`src/rtl/pc_jump_sequencer_pkg.sv`:
```
// pc_pkg: shared state encoding, widths and constants for the PC sequencer
package pc_pkg;
  typedef enum logic [1:0] {RUN, STALL, FAULT} state_t;
  localparam int WORD_SHIFT = 2;
  localparam int JUMP_W = 26;
  localparam int OFF_W = 16;
  localparam int ADDR_W = 32;
  localparam logic [ADDR_W-1:0] DEFAULT_RESET_PC = 32'h0000_0000;
endpackage

```
`src/rtl/pc_jump_sequencer_target.sv`:
```
// jump_target_calc: combinational J-type and branch target generation from pc+4
module jump_target_calc
  import pc_pkg::*;
(
  input  logic [ADDR_W-1:0] pc_plus4,
  input  logic [JUMP_W-1:0] jump_addr,
  input  logic [OFF_W-1:0]  branch_offset,
  output logic [ADDR_W-1:0] jump_target,
  output logic [ADDR_W-1:0] branch_target
);
  logic [ADDR_W-1:0] offset_ext;
  assign offset_ext = {{(ADDR_W-OFF_W){branch_offset[OFF_W-1]}}, branch_offset};
  assign jump_target = {pc_plus4[ADDR_W-1:JUMP_W+WORD_SHIFT], jump_addr, {WORD_SHIFT{1'b0}}};
  assign branch_target = pc_plus4 + (offset_ext << WORD_SHIFT);
endmodule

```
`src/rtl/pc_jump_sequencer.sv`:
```
// pc_jump_sequencer: next-PC select and RUN/STALL/FAULT tracking; PC_MISALIGN_TRAP_EN enables the misaligned-JR trap
module pc_jump_sequencer
  import pc_pkg::*;
#(
  parameter logic [ADDR_W-1:0] RESET_PC = DEFAULT_RESET_PC
) (
  input  logic              clk,
  input  logic              rst_n,
  input  logic              en,
  input  logic              jump,
  input  logic [JUMP_W-1:0] jump_addr,
  input  logic              branch,
  input  logic [OFF_W-1:0]  branch_offset,
  input  logic              jr,
  input  logic [ADDR_W-1:0] jr_target,
  input  logic              fault_clr,
  output logic [ADDR_W-1:0] pc,
  output logic [ADDR_W-1:0] pc_plus4,
  output logic              redirect,
  output logic              stalled,
  output logic              fault
);
  state_t state;
  logic [ADDR_W-1:0] jump_target, branch_target, jr_dest, next_pc;
  logic trap, non_seq;
  assign pc_plus4 = pc + 32'd4;
  jump_target_calc u_calc (
    .pc_plus4      (pc_plus4),
    .jump_addr     (jump_addr),
    .branch_offset (branch_offset),
    .jump_target   (jump_target),
    .branch_target (branch_target)
  );
`ifdef PC_MISALIGN_TRAP_EN
  assign jr_dest = jr_target;
  assign trap = jr && (jr_target[1:0] != 2'b00);
`else
  assign jr_dest = jr_target & ~32'h3;
  assign trap = 1'b0;
`endif
  assign non_seq = jr | jump | branch;
  // priority select: jr over jump over branch over sequential
  always_comb begin
    next_pc = jr ? jr_dest : jump ? jump_target : branch ? branch_target : pc_plus4;
  end
  // state machine with registered pc and status outputs
  always_ff @(posedge clk or negedge rst_n) begin
    if (!rst_n) begin
      state    <= RUN;
      pc       <= RESET_PC;
      redirect <= 1'b0;
      stalled  <= 1'b0;
      fault    <= 1'b0;
    end else if (state == FAULT) begin
      redirect <= 1'b0;
      if (fault_clr) begin
        state <= RUN;
        fault <= 1'b0;
      end
    end else if (!en) begin
      state    <= STALL;
      stalled  <= 1'b1;
      redirect <= 1'b0;
    end else if (trap) begin
      state    <= FAULT;
      fault    <= 1'b1;
      stalled  <= 1'b0;
      redirect <= 1'b0;
    end else begin
      state    <= RUN;
      stalled  <= 1'b0;
      pc       <= next_pc;
      redirect <= non_seq;
    end
  end
endmodule

```
`config.mk`:
```
export PLATFORM = sky130hd
export DESIGN_NAME = pc_jump_sequencer
export DESIGN_NICKNAME = d
export VERILOG_FILES = /design/src/rtl/pc_jump_sequencer_pkg.sv /design/src/rtl/pc_jump_sequencer_target.sv /design/src/rtl/pc_jump_sequencer.sv
export SDC_FILE = /design/constraint.sdc
export NUM_CORES = 1
export LEC_CHECK = 0
export ABC_AREA = 1
export BUFFER_PORTS_ARGS = -buffer_cell sky130_fd_sc_hd__buf_2
export CORE_ASPECT_RATIO = 0.75
export CORE_MARGIN = 2
export CORE_UTILIZATION = 54
export CTS_CLUSTER_DIAMETER = 80
export DETAILED_ROUTE_END_ITERATION = 6
export PLACE_DENSITY = 0.86
export SYNTH_ARGS = -nofsm -noshare
export SYNTH_HDL_FRONTEND = slang
export SYNTH_SLANG_ARGS = --single-unit
```
`constraint.sdc`:
```
create_clock -name clk -period 3 [get_ports clk]
set_input_delay 0.75 -clock clk [delete_from_list [all_inputs] [get_ports clk]]
set_output_delay 0.75 -clock clk [all_outputs]
set_load 0.02 [all_outputs]
```
* Word level (Yosys, flattened, before mapping)
Index checks and enable logic that the tools add are counted.
Operators by class: add/subtract/negate cells 2, eq/ne operators 2, multiplexer cells 9, bitwise operators 3, reduce and logical (&&, ||, !) cells 1
Operator list (number):
- $mux W32 | 3
- $add A32 B3 Y32 const B | 1
- $add A32 B32 Y32 | 1
- $mux W1 | 4
- $mux W2 | 2
- $eq A2 B2 Y1 const B | 1
- $ne A2 B2 Y1 const B | 1
- $or A1 B1 Y1 | 2
- $reduce_and A2 Y1 | 1
- $not A1 Y1 | 1
Storage, ports and cells: register bits after elaboration 36, output and inout port bits 67, logic and storage cells 21

* Depth between registers and ports, before layout
Gate-level depths: netlist (run 1).
depth after elaboration 5, mapped depth 24, mapped depth without buffers 24

* By module
A second synthesis (run 1) with hierarchy kept.
Second synthesis, totals: cell total of the unflattened synthesis 970, area total of the unflattened synthesis 5562.8 um2
Modules (own cells, without submodules):
- pc_jump_sequencer | instances 1, cells an instance 489, area each 3072.9 um2, sequential area each 850.8 um2
- jump_target_calc | instances 1, cells an instance 481, area each 2489.9 um2, sequential area each 0.0 um2

* Least setup slack after synthesis (run 1)
OpenSTA, ideal clock, no wires.
path type reg-to-reg, from reg pc[2], to reg pc[15], setup time 0.117 ns, arrival 2.843 ns, required time 2.883 ns, path slack 0.040 ns, stages on the path, launching flop included 23, clock period less this slack 2.960 ns, cells stage by stage dfrtp_1 > ha_1 > nand2_1 > nor2_2 > nand2_1 > inv_2 > nand2_1 > or2_1 > nand2_1 > ha_1 > nand2_1 > inv_1 > nand2_1 > nand2_1 > inv_1 > nand2_1 > inv_1 > nand2_1 > xor2_1 > o21ai_0 > nand2_1 > nand2_1 > nand2_1
Between the ends: word-level cells in the longest chain between the ends 5
RTL lines:
- from (decl) | RTL line pc_jump_sequencer.sv:17 | output logic [ADDR_W-1:0] pc,
- from (signal assigned) | RTL line pc_jump_sequencer.sv:72 | pc <= next_pc;
- $add A32 B3 Y32 | RTL line pc_jump_sequencer.sv:26 | assign pc_plus4 = pc + 32'd4;
- named net pc_plus4[14] | RTL line pc_jump_sequencer.sv:18 | output logic [ADDR_W-1:0] pc_plus4,
- $add A32 B32 Y32 | RTL line pc_jump_sequencer_target.sv:14 | assign branch_target = pc_plus4 + (offset_ext << WORD_SHIFT);
- $mux W32 (3 in a row) | RTL line pc_jump_sequencer.sv:44 | next_pc = jr ? jr_dest : jump ? jump_target : branch ? branch_target : pc_plus4;
The timed path passes the listed nets, and every way through them passes these cells. A chain may end at the register's enable or synchronous reset.

* Final worst setup path (run 1)
from reg pc[9], to reg pc[14]
Between the ends: word-level cells in the longest chain between the ends 5
RTL lines (RTL line):
- $add A32 B3 Y32 (*) | pc_jump_sequencer.sv:26
- $add A32 B32 Y32 | pc_jump_sequencer_target.sv:14
- $mux W32 (*) (3 in a row) | pc_jump_sequencer.sv:44
Every way passes the cells marked *; elsewhere a longest branch is shown, timed or not.

==> impl_results.md, run 1 <==
- Peak VDD IR: 0.372 mV
- Reg-to-Reg End: pc[14]
- Fillers: 617
- TritonCTS clock tree: built
- Final cell count without fillers: 1366
- Crit-path leading delay family: simple AND/OR/NAND/NOR gates
- Nets: 1351
- Row Count: 31
- Post-route ant nets: 0
- Reg-to-reg startpoint: pc[9]
- Routed wire length: 23700 µm
- WL met1: approximately 9000 µm
- Post-synthesis xor/xnor area fraction: 4.01%
- Asr flop ratio synth: between 90% and 100%
- Clk buf depth: 2
- Synth top area share: 27.1%
- Placed Cells: 1339
- All-Layer GR Usage: 35.4%
- Die Span Y: 89.3 µm
- CTS buffer count: 5
- Buf/Inv on CP: 2
- Starting Density: a little over half
- Post-Syn Area: 0.00524 mm²
- Synth cell types: 35
- Initial antenna violation count: 0
- Outcome: finished with violations
- Final worst path period share: 104%
- Critical path startpoint category: register
- Pwr/cell area: 429 mW/mm²
- Wire length per cell: 17.4 µm
- Synth top cells by count: nand2_1 (378), inv_1 (156), nor2_1 (109), a21oi_1 (65), nand3_1 (57)
- Post-synth top flop: dfrtp_1
- Worst Hold Class: primary input to asynchronous set/reset pin
- RD Place Congestion: 0.993
- Worst setup margin: -0.114 ns
- Critical path type: register to register
- Worst Path Required: roughly 3.2 ns
- Synth area leaders: nand2_1 (27%), dfrtp_1 (15%), inv_1 (11%), ha_1 (8.6%), nor2_1 (7.8%)
- Average vias per placed instance: 5.74
- DR DRC count: 0
- Mux share of post-synthesis cell area: 0%
- Sequential fraction of the synthesis area: 15.3%
- Crit-path max FO: 4
- H-tree levels: 2
- Synth Area in Compound Gates: between 10% and 20%
- Top-count cell post-synth: nand2_1
- Yosys Warn Count: 0
- Largest family of logic cells by synthesized area: simple AND/OR/NAND/NOR gates
- Grt ovf: 0
- Final critical-path required period: between 3 and 4 ns
- First-pass GRT wire length: between 20000 and 30000 µm
- Detailed router's first-iteration violation count: 1119
- Ant diodes: 0
- Hold-fix buffers at CTS: 0
- Io pins: 148
- Root buf cell: clkbuf_16
- Worst skew pair latency: approximately 0.29 ns
- Post-Synth Simple-Gate Area: 45.4%
- R2r setup slk: -0.11 ns
- Syn-to-layout area delta: 52.1%
- Clock sink count: 32
- RSZ-0062 raised after global routing: true
- Clock skew: 0.00855 ns
- Die X: 118 µm
- CP most frequent cell: nand2_1
- Worst-path cell chain: nand2_4, nor2_2, nand2_2, nor2_4, xnor2_2, inv_2, ha_4, nand2_1, nand2_1, inv_1, nand2_2, nand3b_1, xnor2_1, nand2_1, nand3_1, nand2_1, nand2_1, nand2_1
- Maximum capacitance violations: 0
- Slowest stage delay, CP: 0.46 ns
- Seq cells post-synth: 32
- Routed length on met2: 10400 µm
- CP Capture Type: register
- Routed via count: 7841
- Relative slew margins: 42.8%
- Syn Area/Cell: 5.30 µm²
- Clock-pin slew on the worst setup and hold paths: 0.06 ns
- DP Wirelength: 15500 µm
- P_leak: 0.00437 µW
- Quantity of I/O buffers inserted on ports: 139
- CP max-delay cell: dfrtp_1
- Vias in the first global route: 6031
- Mapped Cells: 988
- Number of flops mapped to enable cells by yosys: 0
- Top layer in use: met4
- TritonRoute pass-1 iters: 6
- R2R depth: 18
- # setup viols final: 7
- Core area: 0.00954 mm²
- Leading area contributor after synthesis: nand2_1
- Post-synthesis adder-cell area fraction: 8.98%
- Final Max Slew Viols: 0
- Worst endpoint data arrival time: around 3.3 ns
- Worst Hold Margin: 0.541 ns
- Failing checks: setup timing
- Largest net degree at the start of global routing: 51
- Die area: 0.0105 mm²
- Final hold viol count: 0
- FMAX: approximately 320 MHz
- Share of layout cells above drive strength 1: approximately 37%
- Least-Margin Pin Slew: 0.857 ns
- Met3 wire len: around 3000 µm
cell usage in the layout, fill, tap and decap left out, types with 4 or more instances in the layout:
cell,instances
nor2_4,15
nor3_2,6
nor2_2,25
conb_1,5
inv_1,143
xor2_2,6
o21bai_1,4
nand3_1,54
clkbuf_16,5
o21ai_2,5
o21ai_0,29
dfrtp_2,6
nand2_1,323
ha_4,25
nor2_1,78
ha_1,9
buf_2,139
inv_2,15
a21o_1,5
nand4_1,8
dfrtp_1,26
a21oi_1,54
xnor2_2,4
nand2_2,51
o21ai_1,10
nand2_4,9
buf_4,118
a21oi_2,11
xor2_1,11
worst reg2reg max path, delay by kind of cell, from the launching register on:
kind	cells	cell delay (ns)
AND/OR/NAND/NOR	13	1.53
XOR/XNOR	2	0.54
flip-flops	1	0.46
adder cells (fa/ha/maj)	1	0.27
buffers and inverters	2	0.20
layout make-up:
class	count	area (µm²)	area share [%]
Timing Repair Buffer	261	1640	20.5
Clock inverter	1	30.0	0.377
Inverter	158	593	7.45
Tap cell	132	165	2.07
Multi-Input combinational cell	775	4580	57.5
Sequential cell	32	808	10.1
Clock buffer	7	153	1.92
how the worst max path moves through the flow:
stage          start  endpoint  slack, ns  cells past startpoint
3_3_place_gp   pc[2]    pc[17]      -0.01                     19
2_1_floorplan  pc[2]    pc[15]       0.04                     22
5_1_grt        pc[9]    pc[14]      -0.20                     18
4_1_cts        pc[3]    pc[20]      0.007                     20
3_5_place_dp   pc[2]    pc[17]      -0.07                     19
6_report       pc[9]    pc[14]      -0.11                     18
routing by layer:
metal  track usage [%]  vias up
li1                  -     3544
met1              48.6     3477
met2              58.8      678
met3              6.57      142
met4              7.89        0
met5                 0        -
sequential cells by signal (all words and copies together), names as in the netlist:
register and flops:
pc 30, redirect 1, stalled 1
power by group:
group / internal (µW) / switching [µW]
Sequential: 487 / 83.7
Clock: 437 / 197
Combinational: 869 / 1340
kinds of logic after synthesis:
family                     after synthesis
and+or+nand+nor                        585
buffers and inverters                  185
AOI/OAI and AO/OA                      124
adders and majority gates               37
DFF                                     32
xor gates and xnor gates                24
other                                    1
stage by stage:
stage                     setup TNS, ns  setup slack, ns  total power, µW  util (%)  area (µm²)
after global placement          -0.0118          -0.0118             2270      71.0        6780
after CTS                             0          0.00677             2950      73.5        7020
after global routing              -2.17           -0.195             3580      83.5        7960
after detailed placement         -0.271          -0.0703             2300      71.0        6780
final                            -0.307           -0.114             3410      83.5        7960
after floorplan                       0           0.0404             1610         -        5250
timing repair:
action | 4_1_cts | 5_1_grt
buffers inserted | 0 | 19
pin swaps | 1 | 52
endpoints found under the setup margin | 12 | 24
resized for setup | 13 | 196
Power figures use the tool's default switching activity.
==> run 2, diff against run 1 <==
--- a/config.mk
+++ b/config.mk
@@ -5,14 +5,14 @@
 export SDC_FILE = /design/constraint.sdc
 export NUM_CORES = 1
 export LEC_CHECK = 0
-export ABC_AREA = 1
 export BUFFER_PORTS_ARGS = -buffer_cell sky130_fd_sc_hd__buf_2
 export CORE_ASPECT_RATIO = 0.75
 export CORE_MARGIN = 2
-export CORE_UTILIZATION = 54
+export CORE_UTILIZATION = 52
 export CTS_CLUSTER_DIAMETER = 80
 export DETAILED_ROUTE_END_ITERATION = 6
-export PLACE_DENSITY = 0.86
+export PLACE_DENSITY = 0.87
+export REMOVE_ABC_BUFFERS = 1
 export SYNTH_ARGS = -nofsm -noshare
 export SYNTH_HDL_FRONTEND = slang
 export SYNTH_SLANG_ARGS = --single-unit
==> impl_results.md, run 2 <==
- Outcome: did not finish (was finished with violations)
- Fail Step: global routing (5_1_grt)
- Stop err: [ERROR GRT-0232] Routing congestion too high. Check the congestion heatmap in the GUI.
- Row Count: 28 (was 31)
- Placed Area: 0.00587 mm² (was 0.00678 mm²)
- Number of flops mapped to enable cells by yosys: 0 (unchanged)
- Synth top area share: 19.2% (was 27.1%)
- Yosys Warn Count: 0 (unchanged)
- RD Place Congestion: 1.04 (was 0.993)
- Asr flop ratio synth: 100% (unchanged)
- Quantity of I/O buffers inserted on ports: 139 (unchanged)
- Synth cell types: 65 (was 35)
- Top-count cell post-synth: nor2_1 (was nand2_1)
- Mapped Cells: 553 (was 988)
- DP Wirelength: 13000 µm (was 15500 µm)
- Io pins: 148 (unchanged)
- Synth area leaders: dfrtp_1 (19%), ha_1 (11%), xnor2_1 (6.5%), nor2_1 (5.9%), a21oi_1 (5.5%) (was nand2_1 (27%), dfrtp_1 (15%), inv_1 (11%), ha_1 (8.6%), nor2_1 (7.8%))
- Root buf cell: clkbuf_8 (was clkbuf_16)
- All-Layer GR Usage: 100%
- Sequential fraction of the synthesis area: 19.2% (was 15.3%)
- Syn Area/Cell: 7.53 µm² (was 5.30 µm²)
- Die Span Y: 81.5 µm (was 89.3 µm)
- Kind of the worst endpoint: register input
- Critical endpoint after global-route timing repair: pc[29]$_DFFE_PN0P_/D
- CTS buffer count: 5 (unchanged)
- Seq cells post-synth: 32 (unchanged)
- Pre-CTS setup slack: -0.589 ns (was -0.0703 ns)
- Synth top cells by count: nor2_1 (65), nand2_1 (50), a21oi_1 (46), ha_1 (36), dfrtp_1 (32) (was nand2_1 (378), inv_1 (156), nor2_1 (109), a21oi_1 (65), nand3_1 (57))
- Starting Density: 53.1% (was 54.9%)
- Hold-fix buffers at CTS: 0 (unchanged)
- Largest net degree at the start of global routing: 35
- Leading area contributor after synthesis: dfrtp_1 (was nand2_1)
- Die X: 107 µm (was 118 µm)
- Placed Cells: 901 (was 1339)
- Post-Syn Area: 0.00417 mm² (was 0.00524 mm²)
- Grt ovf: 777
- Clk buf depth: 2 (unchanged)
- Clock sink count: 32 (unchanged)
- Post-synth top flop: dfrtp_1 (unchanged)
- H-tree levels: 2 (unchanged)
==> run 2: what timing repair did <==
action,4_1_cts
buffers inserted,39
setup endpoints to repair,27
resized for setup,134
pin swaps,91
==> run 2: cell families after synthesis <==
| logic type | synth area share, % |
|---|---|
| DFF | 19.2 |
| buffers and inverters | 4.80 |
| muxes | 3.39 |
| other | 0.0900 |
| xor gates and xnor gates | 10.3 |
| and+or+nand+nor | 22.6 |
| AOI/OAI and AO/OA | 28.3 |
| adders and majority gates | 11.3 |
==> run 2: layer usage <==
metal	track usage, %	GRT overflow
met1	88.3	6
met2	132	518
met3	73.3	12
met4	126	238
met5	41.7	3
==> run 2: per-stage QoR <==
stage	hold slack [ns]	utilization (%)
global placement	0.574	74.8
detailed placement	0.616	74.8
floorplan	0.454	-
CTS	0.538	87.9
==> run 3, diff against run 2 <==
--- a/config.mk
+++ b/config.mk
@@ -6,12 +6,10 @@
 export NUM_CORES = 1
 export LEC_CHECK = 0
 export BUFFER_PORTS_ARGS = -buffer_cell sky130_fd_sc_hd__buf_2
-export CORE_ASPECT_RATIO = 0.75
 export CORE_MARGIN = 2
-export CORE_UTILIZATION = 52
-export CTS_CLUSTER_DIAMETER = 80
+export CORE_UTILIZATION = 40
 export DETAILED_ROUTE_END_ITERATION = 6
-export PLACE_DENSITY = 0.87
+export PLACE_DENSITY_LB_ADDON = 0.15
 export REMOVE_ABC_BUFFERS = 1
 export SYNTH_ARGS = -nofsm -noshare
 export SYNTH_HDL_FRONTEND = slang
==> impl_results.md, run 3 <==
- Outcome: finished with violations (was did not finish)
- Failing checks: setup timing
- TritonCTS clock tree: built
- Final hold viol count: 0
- Commonest non-fill, non-tap cell in the layout: buf_4
- Post-Synth Simple-Gate Area: 22.6% (unchanged)
- Number of flops mapped to enable cells by yosys: 0 (unchanged)
- Nets: 963
- Least-Margin Pin Slew: 0.812 ns
- Wire length per cell: 18.6 µm
- Syn Area/Cell: 7.53 µm² (unchanged)
- Synth Area in Compound Gates: 28.3% (unchanged)
- Root buf cell: clkbuf_8 (unchanged)
- FMAX: 286 MHz
- Synth cell types: 65 (unchanged)
- Io pins: 148 (unchanged)
- Syn-to-layout area delta: 72.2%
- Die Span Y: 106 µm (was 81.5 µm)
- Worst setup margin: -0.501 ns
- Starting Density: 40.7% (was 53.1%)
- Grt ovf: 0
- Post-synthesis adder-cell area fraction: 11.3% (unchanged)
- TritonRoute pass-1 iters: 6
- Quantity of I/O buffers inserted on ports: 139 (unchanged)
- Clock sink count: 32 (unchanged)
- R2r setup slk: -0.50 ns
- Maximum capacitance violations: 0
- Detailed router's first-iteration violation count: ~470
- Die X: 106 µm (was 107 µm)
- Synth top area share: 19.2% (unchanged)
- # setup viols final: 26
- Synth top cells by count: nor2_1 (65), nand2_1 (50), a21oi_1 (46), ha_1 (36), dfrtp_1 (32) (unchanged)
- Worst Hold Class: primary input to asynchronous set/reset pin
- Final Max Slew Viols: 0
- CTS buffer count: 5 (unchanged)
- DR DRC count: 0
- Seq cells post-synth: 32 (unchanged)
- Vias in the first global route: 5298
- Asr flop ratio synth: 100% (unchanged)
- Sequential fraction of the synthesis area: 19.2% (unchanged)
- Final cell count without fillers: 982
- Post-route ant nets: 0
- Leading area contributor after synthesis: dfrtp_1 (unchanged)
- Relative slew margins: between 40% and 50%
- Mapped Cells: 553 (unchanged)
- Final critical-path required period: 3.50 ns
- Yosys Warn Count: 0 (unchanged)
- Core area: ~0.01 mm²
- Worst skew pair latency: 0.29 ns
- Pre-CTS setup slack: -0.637 ns (was -0.589 ns)
- Final worst path period share: 117%
- Clk buf depth: 2 (unchanged)
- Initial antenna violation count: 1
- Share of layout cells above drive strength 1: between 50% and 60%
- Top reg by flops: pc
- Post-synthesis xor/xnor area fraction: 10.3% (unchanged)
- Biggest regs: pc: 30 flops, redirect: 1 flops, stalled: 1 flops
- Routed via count: 5755
- H-tree levels: 2 (unchanged)
- Clock skew: 0.00372 ns
- Average vias per placed instance: between 5 and 6
- All-Layer GR Usage: 29.0%
- Critical path startpoint category: register
- Die area: around 0.011 mm²
- Pwr/cell area: 463 mW/mm²
- Largest family of logic cells by synthesized area: compound AO/OA/AOI/OAI gates (unchanged)
- Routed wire length: 18300 µm
- Worst endpoint data arrival time: 3.68 ns
- Mux share of post-synthesis cell area: 3.39% (unchanged)
- Placed Cells: 937 (was 901)
- Largest net degree at the start of global routing: 35
- First-pass GRT wire length: 26000 µm
- P_leak: 0.00345 µW
- DP Wirelength: 12700 µm (was 13000 µm)
- Synth area leaders: dfrtp_1 (19%), ha_1 (11%), xnor2_1 (6.5%), nor2_1 (5.9%), a21oi_1 (5.5%) (unchanged)
- RD Place Congestion: 1.02 (was 1.04)
- Top-count cell post-synth: nor2_1 (unchanged)
- Post-synth top flop: dfrtp_1 (unchanged)
- Clock-pin slew on the worst setup and hold paths: 0.08 ns
- Max reg flops: 30
- Most frequent cells in the layout: buf_4 (160), buf_2 (131), nor2_1 (55)
- Crit-path max FO: 5
- Worst Path Required: 3.18 ns
- Critical path type: register to register
- Fillers: a little under 800
- Post-Syn Area: 0.00417 mm² (unchanged)
- Peak VDD IR: 0.252 mV
- RSZ-0062 raised after global routing: true
- Ant diodes: 0
- CP Capture Type: register
- Row Count: 37 (was 28)
## run 3: area by class of cell
class,instances,area (µm²),area share [%]
clock inverter,3,42.5,0.593
timing repair buffer,316,2140,29.9
sequential,32,801,11.2
inverter,12,45.0,0.628
clock buffer,5,68.8,0.959
tap,136,170,2.37
multi-input combinational,478,3910,54.4
## run 3: final timing paths
| path | startpoint | to | depth (start not counted) |
|---|---|---|---|
| hold reg to reg | pc[10] | pc[10] | 2 |
| min in group clk | pc[10] | pc[10] | 2 |
| hold / removal | rst_n | pc[23] | 1 |
| setup reg to reg | pc[2] | pc[25] | 13 |
| setup / recovery | pc[2] | pc[25] | 13 |
| max in group asynchronous | rst_n | pc[4] | 1 |
## run 3: power breakdown
| part | leakage, µW | switching, µW | internal [µW] | total [µW] |
|---|---|---|---|---|
| clock | 0.0000541 | 198 | 246 | 444 |
| sequential | 0.000368 | 84.8 | 491 | 575 |
| combinational | 0.00303 | 1200 | 1110 | 2310 |
| total | 0.00345 | 1480 | 1850 | 3320 |
## run 3: layer usage
layer	track usage [%]	part of all wire (%)	wire length [µm]	vias up
li1	-	-	-	2639
met1	38.2	40	7250	2726
met2	48.7	48	8820	332
met3	4.48	8.5	1550	58
met4	9.49	3.6	656	0
met5	0	0	0	-
## run 3: repair_timing
| item | CTS | global route |
|---|---|---|
| setup buffers | 37 | 26 |
| hold buffers | 0 | 0 |
| pin swaps | 62 | 76 |
| gates resized for setup | 76 | 96 |
| hold endpoints to repair | 0 | 0 |
| endpoints found under the setup margin | 28 | 35 |
## run 3: cells by family after synthesis
| logic type | count (synthesis) |
|---|---|
| buffers and inverters | 47 |
| other | 1 |
| AOI/OAI and AO/OA | 180 |
| DFF | 32 |
| adders and majority gates | 37 |
| muxes | 14 |
| and+or+nand+nor | 194 |
| xor gates and xnor gates | 48 |
## run 3: through the flow
step	power (µW)	hold slack, ns	instance area, µm²	TNS [ns]	util [%]
floorplan	1580	0.454	4030	-8.31	-
global placement	2380	0.573	5940	-7.36	58.1
detailed placement	2410	0.576	5940	-8.25	58.1
CTS	3030	0.562	6570	-4.44	64.2
global route	3500	0.594	7180	-9.96	70.1
finish	3320	0.543	7180	-7.42	70.1
## run 3: worst max-delay path: stages (launching register included)
cell     delay (ns)
dfrtp_1        0.36
ha_2           0.19
and4_4         0.22
nand4_1        0.18
buf_6          0.18
or3b_4         0.42
xnor2_1        0.31
ha_2           0.38
buf_4          0.16
a21oi_1        0.23
nand2_1        0.22
a21oi_1        0.27
xor2_1         0.17
o21ai_1        0.09
==> run 4, diff against run 3 <==
--- a/config.mk
+++ b/config.mk
@@ -5,6 +5,7 @@
 export SDC_FILE = /design/constraint.sdc
 export NUM_CORES = 1
 export LEC_CHECK = 0
+export ABC_AREA = 1
 export BUFFER_PORTS_ARGS = -buffer_cell sky130_fd_sc_hd__buf_2
 export CORE_MARGIN = 2
 export CORE_UTILIZATION = 40
==> impl_results.md, run 4 (synthesized netlist as in run 1, its figures left out) <==
- Clock sink count: 32 (unchanged)
- Commonest non-fill, non-tap cell in the layout: nand2_1 (was buf_4)
- Most frequent cells in the layout: nand2_1 (324), buf_2 (139), inv_1 (133) (was buf_4 (160), buf_2 (131), nor2_1 (55))
- Net load switching power: 1540 µW (was 1480 µW)
- Syn-to-layout area delta: 55.2% (was 72.2%)
- Share of layout cells above drive strength 1: 39.1% (was 51.4%)
- Starting Density: 41.2% (was 40.7%)
- DR DRC count: 0 (unchanged)
- TritonCTS clock tree: built (unchanged)
- # setup viols final: 0 (was 26)
- RD Place Congestion: 0.932 (was 1.02)
- Sw frac: 47.6% (was 44.5%)
- Initial antenna violation count: 1 (unchanged)
- Max reg flops: 30 (unchanged)
- Peak VDD IR: 0.382 mV (was 0.252 mV)
- FMAX: 334 MHz (was 286 MHz)
- Routed length on met2: 9750 µm (was 8820 µm)
- Worst-path cell chain: nand2_4, nor3_4, nand2_2, nor2_2, xnor2_1, buf_4, inv_2, ha_4, nand2_4, nor2_2, inv_1, buf_4, nor2_4, nand3b_1, nand4_1, nand3_1, nand2_1, nand2_1, nand2_1, nand2_1 (was ha_2, and4_4, nand4_1, buf_6, or3b_4, xnor2_1, ha_2, buf_4, a21oi_1, nand2_1, a21oi_1, xor2_1, o21ai_1)
- Hold-fix buffers at CTS: 0 (unchanged)
- Clock network power share: 15.6% (was 13.4%)
- Critical path startpoint category: register (unchanged)
- Post-route ant nets: 0 (unchanged)
- Largest net degree at the start of global routing: 51 (was 35)
- Critical path type: register to register (unchanged)
- Wire length per cell: 14.9 µm (was 18.6 µm)
- Final std cell area, no fill: 0.00813 mm² (was 0.00718 mm²)
- Grt ovf: 0 (unchanged)
- Maximum capacitance violations: 0 (unchanged)
- Core area: 0.0127 mm² (was 0.0102 mm²)
- Quantity of I/O buffers inserted on ports: 139 (unchanged)
- Pwr/cell area: 399 mW/mm² (was 463 mW/mm²)
- Row Count: 41 (was 37)
- Biggest regs: pc: 30 flops, redirect: 1 flops, stalled: 1 flops (unchanged)
- H-tree levels: 2 (unchanged)
- Root buf cell: clkbuf_16 (was clkbuf_8)
- Top layer in use: met4 (unchanged)
- Outcome: finished clean (was finished with violations)
- Internal: 1700 µW (was 1850 µW)
- Clock skew: 0.00437 ns (was 0.00372 ns)
- WL met1: 9270 µm (was 7250 µm)
- Routed wire length: 20900 µm (was 18300 µm)
- Worst Hold Margin: 0.528 ns (was 0.543 ns)
- Detailed router's first-iteration violation count: 324 (was 465)
- Placed Area: 0.00677 mm² (was 0.00594 mm²)
- Fillers: 1228 (was 785)
- Final cell count without fillers: 1406 (was 982)
- Worst Hold Class: primary input to asynchronous set/reset pin (unchanged)
- Die area: 0.0140 mm² (was 0.0112 mm²)
- Final hold viol count: 0 (unchanged)
- Die X: 118 µm (was 106 µm)
- CP most frequent cell: nand2_1
- All-Layer GR Usage: 26.4% (was 29.0%)
- CP max-delay cell: dfrtp_1 (was or3b_4)
- Routed via count: 6993 (was 5755)
- Placed Cells: 1371 (was 937)
- Crit-path max FO: 5 (unchanged)
- Io pins: 148 (unchanged)
- RSZ-0062 raised after global routing: true (unchanged)
- Vias in the first global route: 6116 (was 5298)
- CTS buffer count: 5 (unchanged)
- P_leak: 0.00439 µW (was 0.00345 µW)
- Slowest stage delay, CP: 0.43 ns (was 0.42 ns)
- Average vias per placed instance: 4.97 (was 5.86)
- Worst skew pair latency: 0.28 ns (was 0.29 ns)
- Final worst path period share: 99.9% (was 117%)
- Nets: 1350 (was 963)
- Least-Margin Pin Slew: 0.997 ns (was 0.812 ns)
- DP Wirelength: 15800 µm (was 12700 µm)
- CP Capture Type: register (unchanged)
- First-pass GRT wire length: 29800 µm (was 26000 µm)
- Top reg by flops: pc (unchanged)
- Relative slew margins: 33.5% (was 45.9%)
- Combinational power share: 66.8% (was 69.3%)
- Die Span Y: 118 µm (was 106 µm)
- TritonRoute pass-1 iters: 5 (was 6)
- Final Max Slew Viols: 0 (unchanged)
- Met3 wire len: 1340 µm (was 1550 µm)
- Final critical-path required period: 3.00 ns (was 3.50 ns)
- Sequential power share: 17.7% (was 17.3%)
- Clock-pin slew on the worst setup and hold paths: 0.05 ns (was 0.08 ns)
- Worst endpoint data arrival time: 3.16 ns (was 3.68 ns)
- Clk buf depth: 2 (unchanged)
- Worst Path Required: 3.16 ns (was 3.18 ns)
## run 4: cell types whose count changed in the layout (fill, tap and decap cells not counted), sizes merged, moves of 19 or more
cell,before,now
nand2,50,383
inv,11,158
buf,316,260
nor2,65,118
nand3,22,57
xnor2,31,7
a21oi,46,65
## run 4: per-stage QoR
stage / utilization, % / TNS [ns] / worst slack (ns) / power (µW)
CTS: 55.2 / 0 / 0.00159 / 2850
global placement: 53.2 / -0.293 / -0.0504 / 2280
finish: 63.9 / 0 / 0.00264 / 3240
floorplan: - / 0 / 0.0361 / 1580
detailed placement: 53.2 / -0.667 / -0.0721 / 2290
global route: 63.9 / -1.92 / -0.145 / 3470
## run 4: power by group through the flow
| stage | Sequential (µW) | Clock (µW) | Combinational, µW |
|---|---|---|---|
| 3_5_place_dp | 560 | 0 | 1730 |
| 6_report | 572 | 505 | 2160 |
| 3_3_place_gp | 560 | 0 | 1720 |
| 4_1_cts | 554 | 514 | 1780 |
| 2_1_floorplan | 619 | 0 | 964 |
| 5_1_grt | 579 | 530 | 2360 |
## run 4: worst paths after layout
path                            cells after the start  slack, ns       to  startpoint
worst max-delay path                               20      0.003   pc[21]      pc[10]
max in group asynchronous                           1       1.95    pc[7]       rst_n
worst min register to register                      2       0.53   pc[31]      pc[31]
worst max register to register                     20      0.003   pc[21]      pc[10]
worst min-delay path                                1       0.53  stalled       rst_n
min in group clk                                    2       0.53   pc[31]      pc[31]
## run 4: critical path, delay by kind of cell (launching register included)
| kind | cells | cell delay (ns) |
|---|---|---|
| AND/OR/NAND/NOR | 14 | 1.55 |
| adder cells (fa/ha/maj) | 1 | 0.30 |
| flip-flops | 1 | 0.43 |
| buffers and inverters | 4 | 0.45 |
| XOR/XNOR | 1 | 0.16 |
## run 4: per-layer routing
| metal | global-route usage, % | up-vias |
|---|---|---|
| met5 | 0 | - |
| met4 | 6.99 | 0 |
| met3 | 1.74 | 41 |
| met2 | 43.5 | 266 |
| met1 | 37.4 | 3152 |
| li1 | - | 3534 |
## run 4: repair_timing
| item | in CTS | in global routing |
|---|---|---|
| endpoints found under the hold margin | 0 | 0 |
| gates resized for setup | 22 | 225 |
| pin swaps | 1 | 71 |
| setup buffers | 1 | 25 |
| setup endpoints to repair | 19 | 23 |
## run 4: area by class of cell
| type | count | area, µm² | share of cell area (%) |
|---|---|---|---|
| well taps | 172 | 215 | 2.65 |
| diodes | 1 | 2.50 | 0.0308 |
| multi-input cells | 775 | 4730 | 58.1 |
| clock buffers | 8 | 146 | 1.80 |
| inverters | 158 | 598 | 7.36 |
| repair buffers | 260 | 1630 | 20.0 |
| flip-flops and latches | 32 | 812 | 9.99 |
